## config.mk

```make
export PLATFORM = sky130hd
export DESIGN_NAME = exc_pipe_stage
export DESIGN_NICKNAME = d
export VERILOG_FILES = /design/src/rtl/pipe_pkg.sv /design/src/rtl/pipe_entry_reg.sv /design/src/rtl/exc_pipe_stage.sv
export SDC_FILE = /design/constraint.sdc
export NUM_CORES = 1
export LEC_CHECK = 0
export ABC_AREA = 1
export CORE_UTILIZATION = 37
export CTS_CLUSTER_DIAMETER = 60
export DETAILED_ROUTE_END_ITERATION = 8
export HOLD_SLACK_MARGIN = 0.03
export PLACE_DENSITY = 0.57
export SLEW_MARGIN = 40
export SYNTH_ARGS = -nofsm -noshare
export SYNTH_HDL_FRONTEND = slang
export SYNTH_SLANG_ARGS = --single-unit
```

## constraint.sdc

```tcl
create_clock -name clk -period 3.2 [get_ports clk]
set_input_delay 0.32 -clock clk [delete_from_list [all_inputs] [get_ports clk]]
set_output_delay 0.32 -clock clk [all_outputs]
set_load 0.01 [all_outputs]
```

## src/rtl/pipe_pkg.sv

```systemverilog
// Shared types and constants for the exception-capable pipeline stage registers.
package pipe_pkg;

    typedef enum logic [1:0] {
        EMPTY = 2'd0,
        ONE   = 2'd1,
        FULL  = 2'd2
    } state_e;

    localparam logic [31:0] RESET_PC   = 32'h0000_3000;
    localparam logic [31:0] HANDLER_PC = 32'h0000_4180;
    localparam int          EXC_NONE   = 0;

    localparam int EXC_W_DEF  = 5;
    localparam int DATA_W_DEF = 96;

    typedef struct packed {
        logic [31:0]            pc;
        logic [31:0]            instr;
        logic                   bd;
        logic [EXC_W_DEF-1:0]   exc_code;
        logic [DATA_W_DEF-1:0]  data;
    } entry_t;

    function automatic int entry_w(input int data_w, input int exc_w);
        return 65 + exc_w + data_w;
    endfunction

endpackage

```

## src/rtl/pipe_entry_reg.sv

```systemverilog
// One pipeline entry register with load, clear and a reset value.
module pipe_entry_reg #(
    parameter int           W       = 1,
    parameter logic [W-1:0] RST_VAL = '0
) (
    input  logic         clk,
    input  logic         rst_n,
    input  logic         ld_i,
    input  logic         clr_i,
    input  logic [W-1:0] d_i,
    output logic [W-1:0] q_o
);

    logic [W-1:0] q_q;

    always_ff @(posedge clk or negedge rst_n) begin
        if (!rst_n) begin
            q_q <= RST_VAL;
        end else if (clr_i) begin
            q_q <= '0;
        end else if (ld_i) begin
            q_q <= d_i;
        end
    end

    assign q_o = q_q;

endmodule

```

## src/rtl/exc_pipe_stage.sv

```systemverilog
// Parametrised pipeline stage register: 2-entry skid buffer with
// flush and exception redirect to the handler PC.
module exc_pipe_stage #(
    parameter int          DATA_W     = 96,
    parameter int          EXC_W      = 5,
    parameter logic [31:0] RESET_PC   = 32'h0000_3000,
    parameter logic [31:0] HANDLER_PC = 32'h0000_4180
) (
    input  logic              clk,
    input  logic              reset,
    input  logic              req,
    input  logic              flush,
    input  logic              in_valid,
    output logic              in_ready,
    input  logic [31:0]       in_pc,
    input  logic [31:0]       in_instr,
    input  logic              in_bd,
    input  logic [EXC_W-1:0]  in_exc_code,
    input  logic [DATA_W-1:0] in_data,
    output logic              out_valid,
    input  logic              out_ready,
    output logic [31:0]       out_pc,
    output logic [31:0]       out_instr,
    output logic              out_bd,
    output logic [EXC_W-1:0]  out_exc_code,
    output logic [DATA_W-1:0] out_data,
    output logic [1:0]        occ
);

    import pipe_pkg::*;

    localparam int W     = entry_w(DATA_W, EXC_W);
    localparam int EXC_L = DATA_W;
    localparam int BD_B  = DATA_W + EXC_W;
    localparam int INS_L = BD_B + 1;
    localparam int PC_L  = INS_L + 32;

    localparam logic [EXC_W-1:0] EXC_CLR = EXC_W'(EXC_NONE);
    localparam logic [W-1:0] MAIN_RST =
        {RESET_PC, 32'h0, 1'b0, EXC_CLR, {DATA_W{1'b0}}};

    state_e       state_q;
    state_e       state_d;
    logic [W-1:0] main_q;
    logic [W-1:0] main_d;
    logic [W-1:0] skid_q;
    logic [W-1:0] in_ent;
    logic         main_ld;
    logic         skid_ld;
    logic         skid_clr;
    logic         acc;
    logic         iss;

    assign in_ent = {in_pc, in_instr, in_bd, in_exc_code, in_data};

    assign out_valid = (state_q != EMPTY);
    assign in_ready  = (state_q != FULL);
    assign occ       = state_q;

    assign acc = in_valid & in_ready;
    assign iss = out_valid & out_ready;

    always_ff @(posedge clk or negedge reset) begin
        if (!reset) begin
            state_q <= EMPTY;
        end else begin
            state_q <= state_d;
        end
    end

    always_comb begin
        state_d  = state_q;
        main_ld  = 1'b0;
        main_d   = in_ent;
        skid_ld  = 1'b0;
        skid_clr = 1'b0;
        if (req) begin
            state_d  = EMPTY;
            main_ld  = 1'b1;
            main_d   = {HANDLER_PC, 32'h0, 1'b0,
                        EXC_CLR, {DATA_W{1'b0}}};
            skid_clr = 1'b1;
        end else if (flush) begin
            state_d  = EMPTY;
            main_ld  = 1'b1;
            main_d   = {in_pc, 32'h0, in_bd,
                        EXC_CLR, {DATA_W{1'b0}}};
            skid_clr = 1'b1;
        end else begin
            unique case (state_q)
                EMPTY: begin
                    if (acc) begin
                        state_d = ONE;
                        main_ld = 1'b1;
                    end
                end
                ONE: begin
                    unique case (1'b1)
                        acc & iss: begin
                            main_ld = 1'b1;
                        end
                        acc & ~iss: begin
                            state_d = FULL;
                            skid_ld = 1'b1;
                        end
                        ~acc & iss: begin
                            // Bubble keeps the PC of the entry just issued
                            state_d = EMPTY;
                            main_ld = 1'b1;
                            main_d  = {main_q[PC_L +: 32], 32'h0, 1'b0,
                                       EXC_CLR, {DATA_W{1'b0}}};
                        end
                        default: ;
                    endcase
                end
                FULL: begin
                    if (iss) begin
                        state_d  = ONE;
                        main_ld  = 1'b1;
                        main_d   = skid_q;
                        skid_clr = 1'b1;
                    end
                end
                default: begin
                    state_d = EMPTY;
                end
            endcase
        end
    end

    pipe_entry_reg #(
        .W       (W),
        .RST_VAL (MAIN_RST)
    ) u_main (
        .clk   (clk),
        .rst_n (reset),
        .ld_i  (main_ld),
        .clr_i (1'b0),
        .d_i   (main_d),
        .q_o   (main_q)
    );

    pipe_entry_reg #(
        .W       (W),
        .RST_VAL ('0)
    ) u_skid (
        .clk   (clk),
        .rst_n (reset),
        .ld_i  (skid_ld),
        .clr_i (skid_clr),
        .d_i   (in_ent),
        .q_o   (skid_q)
    );

    assign out_pc       = main_q[PC_L +: 32];
    assign out_instr    = main_q[INS_L +: 32];
    assign out_bd       = main_q[BD_B];
    assign out_exc_code = main_q[EXC_L +: EXC_W];
    assign out_data     = main_q[DATA_W-1:0];

endmodule

```

# == Word level (Yosys, flattened, before mapping) ==
# Index checks and enable logic that the tools add are counted.
# totals
mem_bits_ro,0
latchBits,0
ff_bits,334
wordCells,50
memories,0
ram_bits,0
# classes
n_bitwise,7
shifts,0
div,0
eq_ne,7
mul,0
add_sub_neg,0
reduce_logical,6
mux,26
magnitude_cmp,0
# ops
operator,count
$mux W166,6
$pmux W166 S2,1
$mux W1,12
$ne A4 B4 Y1 const B,3
$mux W2,4
$pmux W2 S3,1
$and A1 B1 Y1,5
$ne A5 B5 Y1 const B,1
$pmux W2 S2,1
$reduce_bool A2 Y1,2
$pmux W1 S3,1
$reduce_and A3 Y1,1
$eq A2 B1 Y1 const B,1
$eq A2 B2 Y1 const B,1
$logic_not A2 Y1,1
$ne A2 B2 Y1 const B,1
$not A1 Y1,2
$reduce_and A2 Y1,1
$reduce_or A2 Y1,1

# == Logic depth before layout (Yosys ltp) ==
# Gate-level depths: netlist of run 1.
# depth
word_depth,10
ltp_mapped,13
depth_no_buf,11

# == By module ==
# From an unflattened synthesis of run 1, not the netlist that was laid out.
# unflattened
hier_cells,2189
hier_area_um2,16847.4
# by_module_without_submodules
mod,cells_per_inst,instances,area_each_um2,seq_area_each_um2
pipe_entry_reg (u_main),721,1,6605.1,4156.5
pipe_entry_reg (u_skid),721,1,6602.6,4154.0
exc_pipe_stage,747,1,3639.7,50.0

# == Least setup slack after synthesis of run 1 ==
# Ideal clock, no wire load.
# synth_path
path_type,reg2reg
startpoint,register state_q[0] (netlist: occ[0])
endpoint,register u_main.q_q[100] (netlist: u_main.q_o[100])
arrival_ns,1.820
n_path_buf,3
setup_ns,0.117
path_slack_ns,1.263
stages_incl_launch_ff,12
period_less_slack_ns,1.937
path_cell_list,dfrtp_1 > inv_1 > ha_1 > buf_2 > nand2_2 > buf_2 > clkbuf_1 > a21oi_1 > o21ai_0 > nand2_1 > nand2_1 > nand2_1
# synth_between
elab_chain_len,9
word_cells_on_any_way,22
# synth_rtl
element,line,text
"start, declared",exc_pipe_stage.sv:42,state_e state_q;
"start signal, assigned",exc_pipe_stage.sv:67,state_q <= state_d;
$ne A2 B2 Y1,exc_pipe_stage.sv:57,assign in_ready = (state_q != FULL);
$and A1 B1 Y1,exc_pipe_stage.sv:60,assign acc = in_valid & in_ready;
$not A1 Y1,exc_pipe_stage.sv:106,~acc & iss: begin
$and A1 B1 Y1,exc_pipe_stage.sv:106,
$reduce_or A2 Y1 (no source line),n/a,
$mux W1,exc_pipe_stage.sv:98,unique case (1'b1)
$pmux W1 S3,exc_pipe_stage.sv:90,unique case (state_q)
$mux W1,exc_pipe_stage.sv:83,end else if (flush) begin
$mux W1,exc_pipe_stage.sv:77,if (req) begin
"end signal, assigned",pipe_entry_reg.sv:22,q_q <= d_i;
"end, declared",pipe_entry_reg.sv:14,logic [W-1:0] q_q;
# Parallel ways exist; a longest one is shown, timed or not. The select of a mux whose other input is x is not followed.
# A chain may end at the register's enable or synchronous reset.

# == Worst setup path after layout of run 1 ==
# layout_path
startpoint,register state_q[0] (netlist: occ[0])
endpoint,register u_main.q_q[127] (netlist: u_main.q_o[127])
# Same word-level chain as after synthesis.

==> results by group, run 1 <==
Timing
  • Unrepaired setup endpoints after global routing: false
  • Post-layout min period: 2.599 ns
  • Maximum clock rate: 0.3848 GHz
  • Slew @ Worst Pin: 0.7912 ns
  • Worst slew margin: 0.4725
  • Final setup vio count: 0
  • Fin crit share: 0.8122
  • Clk_skew: 0.02252 ns
  • Hold Vio Cnt, Final: 0
  • Final Max Slew Viols: 0
  • Fin Setup TNS: 0 ns
  • Hold slack final: 0.3291 ns

Synthesis
  • Count of cell types in the netlist: 23
  • Area contributors post-synth: dfrtp_1 49%, nand2_1 16%, inv_1 7.5%
  • Syn Inst Count: 2230
  • Synth Warn #: 0
  • Most used DFF post-synth: dfrtp_1
  • Post-synth EDFFs: 0
  • Asr flop ratio synth: 1.000
  • FF+latch count, synth: 334
  • Mean post-synth cell area: 7.568 µm²
  • Top cell type's share of synthesized area: 0.4923
  • Top post-synthesis cells by count: 711 x nand2_1, 339 x inv_1, 332 x dfrtp_1, 173 x nand3_1, 166 x o22ai_1
  • Leading area contributor after synthesis: dfrtp_1
  • Most frequent cell after synthesis: nand2_1
  • Sequential-to-total area share from yosys stat: 0.4954
  • Mapped Area: 16880 µm²
  • Syn nets: 2407

Setup path
  • Crit start category: flip-flop
  • Critical path arrival: 3.08 ns
  • Reg2Reg Setup Slack: 0.60 ns
  • WP data required: 3.68 ns
  • Maximum fanout along the worst path: 51
  • Worst Setup Path Type: flip-flop to flip-flop
  • Setup crit end kind: flip-flop

Drt
  • Met2 routed wirelength: 24890 µm
  • Drt drc: 0
  • Met1 WL: 24130 µm
  • Routed via count: 15580
  • Drt first pass iters: 5
  • WL/cell: 17.29 µm
  • Final antenna-violating net count: 0
  • Top layer in use: met5
  • DR vias/cell: 5.011
  • Total length of routed wires: 53770 µm
  • DR WL met3: 3579 µm
  • Number of DRC markers in iteration 0: 1230

Final layout
  • Finished Layout Cells: 3110
  • Layout cell share with drive strength beyond 1: 0.04694
  • Nets: 2661
  • Area grow syn2layout: 31.04%

Placement
  • Port Buf Inserts: 341
  • Placer congestion estimate: 0.8060
  • Placed cells: 3032
  • DP HPWL: 32760 µm

Clock tree
  • Clock Latency Late Sink: 0.55 ns
  • H-Tree Depth: 2
  • Clock Sinks: 334
  • Clk buf depth: 3
  • TritonCTS Buffers: 41
  • CTS clock-pin slew for the worst setup and hold paths: 0.06 ns
  • CTS tree: done
  • Post-CTS repair timing setup buffer count: 0
  • Clk root buf: clkbuf_16

Power
  • Max IR drop VDD: 0.0002963 V
  • Pwr dens: 485.6 nW/µm²
  • Leakage power: 11.19 nW
  • Final Total Pwr: 10.74 mW

Floorplanning
  • Row cnt: 77
  • Die area: 46470 µm²
  • Starting Density: 0.3783
  • I/O Pins: 342
  • Core area: 44610 µm²
  • Die Y: 215.6 µm
  • Die width: 215.6 µm

Flow run
  • Maximum Capacitance Violations: 0

Global routing
  • Gr ovfl total: 0
  • First-pass GRT wire length: 86160 µm
  • Initial antenna violation count: 12
  • Vias in the first global route: 15130
  • Largest net degree at the start of global routing: 145
  • GRT Total Usage: 0.2306

Worst hold path
  • HP Class: input pin to async pin

Run status
  • Status: complete, no violations
## sequential cells by signal, indices dropped and copies added, names as in the netlist
signal,flops
u_skid.q_o,166
u_main.q_o,166
occ,2
## final timing paths
check,cells past startpoint,startpoint,end
setup / recovery,11,occ[0]$_DFFE_PN0P_,u_main.q_o[127]$_DFFE_PN0P_
hold / removal,2,reset,u_main.q_o[125]$_DFFE_PN0P_
setup reg to reg,11,occ[0]$_DFFE_PN0P_,u_main.q_o[127]$_DFFE_PN0P_
hold reg to reg,2,u_main.q_o[146]$_DFFE_PN1P_,u_main.q_o[146]$_DFFE_PN1P_
max in group asynchronous,3,reset,u_skid.q_o[105]$_DFFE_PN0P_
min in group clk,3,in_pc[4],u_skid.q_o[138]$_DFFE_PN0P_
## logic make-up after synthesis
| family | synth area share |
|---|---|
| adder cells (fa/ha/maj) | 0.003707 |
| flip-flops | 0.4954 |
| buffers and inverters | 0.1253 |
| AO/OA/AOI/OAI | 0.1580 |
| AND/OR/NAND/NOR | 0.2176 |
## layer usage
metal	GRT usage	vias up
li1	-	7627
met1	0.3103	7492
met2	0.3639	374
met3	0.06342	74
met4	0.06288	16
met5	0	-
## worst max-delay path, stage by stage, from the launching register on
cell and delay [ns]:
dfrtp_1 0.41, inv_1 0.13, ha_1 0.34, nor2_4 0.15, nand2_2 0.11, nand2_1 0.10, nand2_4 0.34, buf_4 0.60
nand2_1 0.10, nand2_1 0.09, nand2_1 0.06, nand2_1 0.07
## area by class of cell
class | count | area, µm²
fillers | 4242 | 22490
well taps | 592 | 740.7
multi-input cells | 1391 | 6435
repair buffers | 372 | 3861
flip-flops and latches | 334 | 8361
inverters | 344 | 1291
clock buffers | 56 | 1172
diodes | 4 | 10.01
clock inverters | 17 | 244.0
## where the power goes
| part | internal, mW | switching, mW | leakage, nW | total [mW] |
|---|---|---|---|---|
| sequential | 4.35 | 0.0810 | 4.59 | 4.43 |
| clock | 3.05 | 1.87 | 0.703 | 4.92 |
| combinational | 0.570 | 0.820 | 5.89 | 1.39 |
| total | 7.97 | 2.77 | 11.2 | 10.7 |
## what timing repair did
item / in CTS / in global routing
setup endpoints to repair: 0 / 0
hold endpoints to repair: 65 / 0
resized for setup: 0 / 0
hold buffers: 1 / 0
## per-stage QoR
step | setup WS [ns] | utilization | cell area, µm²
floorplan | 1.263 | - | 16880
global placement | 0.5203 | 0.4630 | 20650
detailed placement | 0.4537 | 0.4636 | 20680
CTS | 0.5933 | 0.4956 | 22110
global route | 0.3684 | 0.4957 | 22110
finish | 0.6011 | 0.4958 | 22120
## placed cells by master, fill, tap and decap left out
cell	synthesis	final
a21oi_1	148	148
buf_12	0	15
buf_16	0	1
buf_4	19	14
buf_8	0	1
bufinv_16	0	6
clkbuf_1	41	6
clkbuf_16	0	41
clkbuf_8	0	9
clkdlybuf4s50_1	0	340
clkinv_2	0	9
clkinvlp_4	0	1
dfrtp_1	332	332
dfstp_2	2	2
diode_2	0	4
dlygate4sd3_1	0	1
ha_1	5	5
inv_1	339	339
inv_2	5	5
inv_8	0	1
nand2_1	711	711
nand2_2	6	2
nand2_4	0	3
nand2_8	0	1
nand3_1	173	173
nand3b_4	1	1
nand4_1	2	2
nor2_1	7	7
nor2_2	3	2
nor2_4	2	3
o211ai_1	18	18
o21ai_0	148	148
o21bai_2	1	1
o22ai_1	166	166
Note: power is estimated with default switching activity, not from simulation.
==> inputs of run 2 (changes only) <==
- PLACE_DENSITY: 0.57 -> 0.59
- clock period: 3.2 -> 2.27 ns (I/O delays scaled with it)
==> run 2 against run 1 <==
Net effect: critical path depth fell by 4; wire length is 3.0% higher; via count up 2.0%; utilization up 0.49 points; largest power group unchanged; highest routed layer unchanged.
==> results by group, run 2 (synthesis results as in run 1) <==
Run status
  • Status: complete, no violations

Worst hold path
  • HP Class: input pin to async pin

Timing
  • Final worst slack: 0.2008 ns
  • Clk_skew: 0.01299 ns
  • Maximum clock rate: 0.4833 GHz
  • Hold slack final: 0.1987 ns
  • Worst slew margin: 0.5855
  • Final setup vio count: 0
  • Slew @ Worst Pin: 0.6218 ns
  • Unrepaired setup endpoints after global routing: false
  • Fin crit share: 0.9116
  • Hold Vio Cnt, Final: 0
  • Fin Setup TNS: 0 ns
  • Post-layout min period: 2.069 ns
  • Final Max Slew Viols: 0

Clock tree
  • H-Tree Depth: 2
  • CTS tree: done
  • Clk buf depth: 3
  • Post-CTS repair timing setup buffer count: 0
  • Clock Sinks: 334
  • TritonCTS Buffers: 42
  • Clock Latency Late Sink: 0.56 ns
  • CTS clock-pin slew for the worst setup and hold paths: 0.06 ns
  • Clk root buf: clkbuf_16

Drt
  • Routed via count: 15900
  • Total length of routed wires: 55380 µm
  • Number of DRC markers in iteration 0: 1301
  • Drt first pass iters: 5
  • Final antenna-violating net count: 0
  • DR vias/cell: 5.090
  • Drt drc: 0
  • WL/cell: 17.73 µm

Setup path
  • WP data required: 2.68 ns
  • Crit start category: flip-flop
  • Crit path depth: 7
  • CP bufs+invs: 3
  • Maximum fanout along the worst path: 35
  • Worst Setup Path Type: flip-flop to flip-flop
  • Reg2Reg Setup Slack: 0.20 ns
  • Max incr delay on CP: 0.41 ns
  • RR Startpoint: occ[0]$_DFFE_PN0P_
  • Worst path top cell family by delay: buffers and inverters
  • R2R cell count: 7
  • Setup crit end kind: flip-flop
  • Slowest-stage cell, CP: buf_4
  • Worst r2r dst: u_skid.q_o[150]$_DFFE_PN0P_
  • Critical path arrival: 2.48 ns
  • Cell Chain, Critical Path: inv_1 > ha_1 > inv_2 > nor2_1 > nand3b_4 > buf_4 > o22ai_1

Placement
  • Port Buf Inserts: 341
  • DP HPWL: 33650 µm
  • Pre-CTS WS: -0.03425 ns
  • Placer congestion estimate: 0.8141

Final layout
  • Layout cell share with drive strength beyond 1: 0.05097
  • Area of the multi-input gates: 6470 µm²
  • Layout fillers: 4290
  • Most frequent cells in the layout: 711 x nand2_1, 339 x inv_1, 338 x clkdlybuf4s50_1
  • Seq. cell area: 8361 µm²
  • Nets: 2679
  • Leading cell type in the layout, fill and taps excluded: nand2_1
  • Area grow syn2layout: 32.32%
  • Antenna Cells: 0

Floorplanning
  • Starting Density: 0.3783
  • Row cnt: 77
  • Die area: 46470 µm²
  • Die Y: 215.6 µm
  • Core area: 44610 µm²
  • Die width: 215.6 µm
  • I/O Pins: 342

Global routing
  • Largest net degree at the start of global routing: 187
  • Initial antenna violation count: 7
  • Vias in the first global route: 15110
  • GRT Total Usage: 0.2305
  • Gr ovfl total: 0
  • First-pass GRT wire length: 85660 µm

Power
  • Max IR drop VDD: 0.0004377 V
  • Leakage power: 11.28 nW
  • Pwr dens: 671.7 nW/µm²

Flow run
  • Maximum Capacitance Violations: 0
run 2: cell count changes in the layout (fill, tap and decap cells not counted), moves of 2 or more:
cell             change
clkdlybuf4s50_1      -2
bufinv_16            -4
clkbuf_1             +8
diode_2              -4
buf_12               +7
ha_1                 -2
buf_4                +7
clkbuf_16            +5
clkinv_2             -7
dlygate4sd2_1        +2
run 2: how the worst max path moves through the flow:
stage | to | slack [ns] | from
after floorplan | u_main.q_o[100]$_DFFE_PN0P_ | 0.33 | occ[0]$_DFFE_PN0P_
after global placement | u_main.q_o[101]$_DFFE_PN0P_ | -0.04 | occ[0]$_DFFE_PN0P_
after detailed placement | u_main.q_o[101]$_DFFE_PN0P_ | -0.03 | occ[0]$_DFFE_PN0P_
after CTS | u_main.q_o[101]$_DFFE_PN0P_ | 0.06 | occ[0]$_DFFE_PN0P_
after global routing | u_skid.q_o[154]$_DFFE_PN0P_ | 0.02 | occ[1]$_DFFE_PN0P_
final | u_skid.q_o[150]$_DFFE_PN0P_ | 0.20 | occ[0]$_DFFE_PN0P_
run 2: per-layer routing:
metal	track usage	vias to the layer above	routed length, µm
li1	-	7654	-
met1	0.3193	7663	24770
met3	0.05525	97	3943
met2	0.3582	468	25310
met4	0.06478	14	1251
met5	0	-	102
run 2: power by group:
group | switching [mW] | internal (mW)
Clock | 2.60 | 4.13
Sequential | 0.116 | 6.13
Combinational | 1.19 | 0.839
Total | 3.90 | 11.1
run 2: timing repair:
action                                  CTS  global route
pin swaps                                 0             1
gates resized for setup                   3             4
cloned                                    0             2
endpoints found under the hold margin    46             0
endpoints found under the setup margin    3            60
hold buffers                              1             0
run 2: final cells by class:
type                            count  share of cell area
Clock inverter                      5            0.003530
Sequential cell                   334              0.3744
Tap cell                          592             0.03317
Timing Repair Buffer              388              0.1830
Clock buffer                       68             0.05833
Inverter                          344             0.05782
Multi-Input combinational cell   1392              0.2897
run 2: metrics by stage:
stage	util	power, mW	cells	cell area (µm²)
after floorplan	-	7.252	2230	16880
after global placement	0.4681	8.350	3047	20880
after detailed placement	0.4681	8.369	3047	20880
after CTS	0.4993	15.17	3121	22270
after global routing	0.5006	15.60	3123	22330
final	0.5006	15.00	3123	22330
